==> config.mk <==
export PLATFORM = sky130hd
export DESIGN_NAME = seg_display_capture
export DESIGN_NICKNAME = d
export VERILOG_FILES = /design/src/rtl/seg_display_capture.sv
export SDC_FILE = /design/constraint.sdc
export NUM_CORES = 1
export LEC_CHECK = 0
export CORE_MARGIN = 4
export CORE_UTILIZATION = 30
export CTS_CLUSTER_DIAMETER = 30
export DETAILED_ROUTE_END_ITERATION = 16
export GPL_TIMING_DRIVEN = 0
export PLACE_DENSITY = 0.48
export SLEW_MARGIN = 20
export SYNTH_ARGS = -nofsm -noshare
export SYNTH_HDL_FRONTEND = slang
export SYNTH_SLANG_ARGS = --single-unit
==> constraint.sdc <==
create_clock -name clk -period 4.6 [get_ports clk]
set_input_delay 0.92 -clock clk [delete_from_list [all_inputs] [get_ports clk]]
set_output_delay 0.92 -clock clk [all_outputs]
set_load 0.005 [all_outputs]
==> src/rtl/seg_display_capture.sv <==
// Receive-side monitor for a multiplexed 7-segment bus: waits for each scanned digit to settle,
// decodes the cathode pattern back to a nibble and publishes a complete frame of digits.
module seg_display_capture #(
    parameter int NUM_SEGMENTS   = 4,
    parameter int SETTLE_CYCLES  = 16,
    parameter int TIMEOUT_CYCLES = 1000000
) (
    input  logic                        clk,
    input  logic                        rst,
    input  logic [NUM_SEGMENTS-1:0]     anode,
    input  logic [7:0]                  cathode,
    output logic [4*NUM_SEGMENTS-1:0]   digit_val,
    output logic [NUM_SEGMENTS-1:0]     digit_dp,
    output logic [NUM_SEGMENTS-1:0]     digit_blank,
    output logic [NUM_SEGMENTS-1:0]     digit_bad,
    output logic                        frame_valid,
    output logic                        frame_err,
    output logic                        timeout
);

    localparam int STAB_W = (SETTLE_CYCLES > 1) ? $clog2(SETTLE_CYCLES) : 1;
    localparam int TMO_W  = (TIMEOUT_CYCLES > 1) ? $clog2(TIMEOUT_CYCLES) : 1;
    localparam logic [STAB_W-1:0]       STAB_MAX = STAB_W'(SETTLE_CYCLES - 1);
    localparam logic [STAB_W-1:0]       STAB_ONE = STAB_W'(1);
    localparam logic [TMO_W-1:0]        TMO_MAX  = TMO_W'(TIMEOUT_CYCLES - 1);
    localparam logic [TMO_W-1:0]        TMO_ONE  = TMO_W'(1);
    localparam logic [NUM_SEGMENTS-1:0] SEG_ONE  = NUM_SEGMENTS'(1);

    typedef enum logic {S_SETTLE, S_HELD} state_t;

    // Returns {bad, blank, nibble} for an active-low g..a segment pattern.
    function automatic logic [5:0] seg_decode(input logic [6:0] seg);
        case (seg)
            7'h40:   seg_decode = 6'h00;
            7'h79:   seg_decode = 6'h01;
            7'h24:   seg_decode = 6'h02;
            7'h30:   seg_decode = 6'h03;
            7'h19:   seg_decode = 6'h04;
            7'h12:   seg_decode = 6'h05;
            7'h02:   seg_decode = 6'h06;
            7'h78:   seg_decode = 6'h07;
            7'h00:   seg_decode = 6'h08;
            7'h10:   seg_decode = 6'h09;
            7'h08:   seg_decode = 6'h0A;
            7'h03:   seg_decode = 6'h0B;
            7'h46:   seg_decode = 6'h0C;
            7'h21:   seg_decode = 6'h0D;
            7'h06:   seg_decode = 6'h0E;
            7'h0E:   seg_decode = 6'h0F;
            7'h7F:   seg_decode = 6'h10;
            default: seg_decode = 6'h20;
        endcase
    endfunction

    logic [NUM_SEGMENTS-1:0]   anode_p0, anode_p1;
    logic [7:0]                cathode_p0, cathode_p1;
    logic [STAB_W-1:0]         stab_cnt;
    logic [TMO_W-1:0]          tmo_cnt;
    state_t                    state, state_nxt;
    logic                      changed, settled, do_eval, cap, multi_low, frame_rdy;
    logic [NUM_SEGMENTS-1:0]   low, seen;
    logic [5:0]                dec;
    logic [4*NUM_SEGMENTS-1:0] sh_val;
    logic [NUM_SEGMENTS-1:0]   sh_dp, sh_blank, sh_bad;

    // Stage p0: bus sampled; stage p1: previous sample for the stability compare
    always_ff @(posedge clk) begin
        if (rst) begin
            anode_p0   <= '1;
            cathode_p0 <= '1;
            anode_p1   <= '1;
            cathode_p1 <= '1;
        end else begin
            anode_p0   <= anode;
            cathode_p0 <= cathode;
            anode_p1   <= anode_p0;
            cathode_p1 <= cathode_p0;
        end
    end

    assign changed   = (anode_p0 != anode_p1) || (cathode_p0 != cathode_p1);
    assign settled   = !changed && (stab_cnt == STAB_MAX);
    assign low       = ~anode_p0;
    assign multi_low = |(low & (low - SEG_ONE));
    assign dec       = seg_decode(cathode_p0[6:0]);
    assign frame_rdy = &seen;

    always_ff @(posedge clk) begin
        if (rst)
            stab_cnt <= '0;
        else if (changed)
            stab_cnt <= '0;
        else if (stab_cnt != STAB_MAX)
            stab_cnt <= stab_cnt + STAB_ONE;
    end

    always_ff @(posedge clk) begin
        if (rst)
            state <= S_SETTLE;
        else
            state <= state_nxt;
    end

    always_comb begin
        state_nxt = state;
        case (state)
            S_SETTLE: if (settled) state_nxt = S_HELD;
            S_HELD:   if (changed) state_nxt = S_SETTLE;
            default:  state_nxt = S_SETTLE;
        endcase
    end

    // A settled sample is evaluated exactly once; blanking gaps (no anode low) fall through.
    always_comb begin
        do_eval = (state == S_SETTLE) && settled;
        cap     = do_eval && (low != '0) && !multi_low;
    end

    always_ff @(posedge clk) begin
        if (rst) begin
            sh_val   <= '0;
            sh_dp    <= '0;
            sh_blank <= '0;
            sh_bad   <= '0;
        end else if (cap) begin
            for (int i = 0; i < NUM_SEGMENTS; i++) begin
                if (low[i]) begin
                    sh_val[4*i +: 4] <= dec[3:0];
                    sh_dp[i]         <= ~cathode_p0[7];
                    sh_blank[i]      <= dec[4];
                    sh_bad[i]        <= dec[5];
                end
            end
        end
    end

    // Frame publish takes priority; a capture always beats an expiring timeout.
    always_ff @(posedge clk) begin
        if (rst) begin
            seen        <= '0;
            tmo_cnt     <= '0;
            digit_val   <= '0;
            digit_dp    <= '0;
            digit_blank <= '0;
            digit_bad   <= '0;
            frame_valid <= 1'b0;
            frame_err   <= 1'b0;
            timeout     <= 1'b0;
        end else begin
            frame_valid <= frame_rdy;
            frame_err   <= do_eval && multi_low;
            timeout     <= 1'b0;
            if (frame_rdy) begin
                seen        <= '0;
                tmo_cnt     <= '0;
                digit_val   <= sh_val;
                digit_dp    <= sh_dp;
                digit_blank <= sh_blank;
                digit_bad   <= sh_bad;
            end else if (cap) begin
                seen    <= seen | low;
                tmo_cnt <= '0;
            end else if (tmo_cnt == TMO_MAX) begin
                if (seen != '0) begin
                    seen    <= '0;
                    timeout <= 1'b1;
                    tmo_cnt <= '0;
                end
            end else begin
                tmo_cnt <= tmo_cnt + TMO_ONE;
            end
        end
    end

endmodule

==> run summary <==
most used flip-flop cell after synthesis = dfxtp_1
pre-CTS setup slack = 1.49 ns
Post-Synth XOR/XNOR Area = 0.0473
Ant. Diodes = 0
critical path capture point type = flop
clk_lat worst skew = 0.35 ns
initial DRC count = 212
H-tree depth = 3
Pleak = 1.96 nW
Crit Path Class = input pin to flop
clk buf depth = 2
DR WL/cell = 13.4 µm
first-pass GRT wire length = 18400 µm
met3 Use GR = 0.0390
placed instance area = 5470 µm²
Initial DRT Pass Iterations = 4
CP peak stage delay = 0.69 ns
Comb pwr share = 0.054
final-report max-slew violation count = 0
adder-cell share of the synthesized area = 0.00525
Max Fclk = 372 MHz
placed cells = 787
most frequent cell after synthesis = dfxtp_1
syn_nets = 548
part of the power in registers = 0.525
Commonest cells post-synth = dfxtp_1 (112), nand2_1 (77), a21oi_1 (44), nor2_1 (30), or2_2 (27)
Psw = 0.411 mW
share of layout cells above drive strength 1 = 0.0997
hold_ws = 0.453 ns
post_cts resized = 0
Setup Fix Bufs, Post-CTS = 0
Area Overhead vs Synth = 21.1%
final setup TNS = 0 ns
DR vias = 3750
# IOs = 45
Worst EP required = 4.82 ns
full die area = 18000 µm²
hold_buf cts = 0
CTS buffer count = 9
most used cell, CP = clkbuf_1
largest family of logic cells by synthesized area = simple AND/OR/NAND/NOR gates
RSZ-0062 raised after global routing = no
mux contribution to synthesized area = 0.0525
Sink Count = 112
global route overflow = 0
Synth Cell Area = 4770 µm²
Distinct cells, synth = 55
vias in the first global route = 3597
count of final hold-check violations = 0
CP Launch Type = input pin
Simple-Gate Fraction of Synth Area = 0.297
post-route clock period utilization = 0.585
Peak VDD IR = 194 µV
Final ANT Viol Nets = 0
pin count of the biggest net entering global routing = 17
Synth top area share = 0.470
max_slew headroom = 0.418
Yosys reg bits = 112
Site Rows = 45
CTS tree = done
initial core utilization = 0.310
vias per std cell = 4.67
DRC errors left = 0
Die Y = 134 µm
final worst-path setup slack = 1.91 ns
Setup Viol. Count Final = 0
I/O Buffers = 44
met1 usage = 0.172
PwrDens = 327 nW/µm²
Yosys top cell by area = dfxtp_1
die width = 134 µm
Synth area leaders = dfxtp_1 (47%), nand2_1 (6.1%), mux2i_1 (5.3%), a21oi_1 (4.6%), or2_2 (3.5%)
Cells after Synth = 532
Total GRT Usage = 0.126
sw frac = 0.218
final cell count without fillers = 803
crit-path max FO = 10
Nets = 603
Reg clk slew, reported paths = 0.07 ns
initial antenna violation count = 0
Post-Route Skew = 0.00542 ns
Max-Cap Viols = 0
CP Data Arrival Time = 2.91 ns
post-synthesis compound-gate area fraction = 0.0908
internal power = 1.48 mW
asr flop ratio synth = 0
fin area = 5770 µm²
grt peak-use layer = met2
Placeable Area = 15400 µm²
Placer Congestion = 0.835
Clock Root Buffer = clkbuf_16
GRT met2 Usage = 0.196
sequential fraction of the synthesis area = 0.470
clock power share = 0.421
Routed WL = 10700 µm
Syn Area/Cell = 8.96 µm²
R2R Setup Slk = 2.27 ns
fin crit period = 2.69 ns
HPWL after DPL = 7910 µm
actual slew at the worst max-slew pin = 0.865 ns
outcome = finished, final reports clean
Min-Delay Path Class = flop to flop
Slowest-stage cell, CP = clkdlybuf4s50_1
worst path cell trace = clkdlybuf4s50_1 -> clkbuf_1 -> clkbuf_1 -> clkbuf_1 -> a21oi_1
number of enable flip-flop cells after synthesis = 0
Syn. warnings = 0
## worst paths after layout
path | start | end | cells after the start
setup / recovery | rst | digit_blank[1] | 5
hold / removal | digit_val[5] | digit_val[5] | 2
setup reg to reg | stab_cnt[0] | sh_val[3] | 7
hold reg to reg | digit_val[5] | digit_val[5] | 2
## routing by layer
metal | vias up | wire (µm)
met4 | 0 | 135
met2 | 65 | 4920
met3 | 11 | 442
met5 | - | 0
li1 | 1957 | -
met1 | 1717 | 5240
## sequential cells by signal, summed over array words and instances (netlist names)
| signal | flops |
|---|---|
| sh_val | 16 |
| stab_cnt | 4 |
| sh_bad | 4 |
| frame_err | 1 |
| digit_blank | 4 |
| state | 1 |
| seen | 4 |
| frame_valid | 1 |
| digit_dp | 4 |
| digit_bad | 4 |
| timeout | 1 |
| sh_blank | 4 |
| cathode_p0 | 8 |
| cathode_p1 | 8 |
| tmo_cnt | 20 |
| sh_dp | 4 |
| digit_val | 16 |
| anode_p0 | 4 |
| anode_p1 | 4 |
## cells by family after synthesis
logic type	after synthesis
buf+inv	36
compound gates	75
fa+ha+maj	2
mux	25
flops	112
simple gates	258
xor+xnor	24
## power by group through the flow
stage                     Clock (mW)  Combinational (mW)  Sequential, mW
after floorplan                    0              0.0713            1.01
after global placement             0               0.101            1.01
after detailed placement           0               0.102            1.01
after CTS                      0.830               0.103           0.992
after global routing           0.864               0.114           0.994
final                          0.796               0.102           0.992
## per-stage QoR
step	util	power [mW]
6_report	0.375	1.89
5_1_grt	0.375	1.97
4_1_cts	0.375	1.92
3_5_place_dp	0.356	1.12
3_3_place_gp	0.356	1.12
2_1_floorplan	-	1.08
## cell usage in the layout, fill, tap and decap left out, drive strengths merged, types with 10 or more instances in the layout
cell / Yosys / layout
a21oi: 45 / 45
buf: 12 / 12
clkbuf: 21 / 34
clkdlybuf4s50: 0 / 44
dfxtp: 112 / 112
mux2i: 25 / 25
nand2: 77 / 77
nand2b: 26 / 26
nand3: 24 / 24
nand4: 10 / 10
nor2: 30 / 30
nor3: 20 / 20
o21ai: 11 / 11
or2: 30 / 30
xnor2: 20 / 20
## critical path, delay by kind of cell
| kind | cells | cell delay, ns |
|---|---|---|
| buffers and inverters | 4 | 1.89 |
| AOI/OAI and AO/OA | 1 | 0.08 |
## area by class of cell
| type | count | area [µm²] |
|---|---|---|
| sequential | 112 | 2240 |
| tap | 211 | 264 |
| multi-input combinational | 384 | 2350 |
| buffer | 33 | 163 |
| clock buffer | 13 | 260 |
| fill | 1602 | 9600 |
| timing repair buffer | 44 | 440 |
| clock inverter | 3 | 40.0 |
| inverter | 3 | 11.3 |
Note: power is estimated with default switching activity, not from simulation.
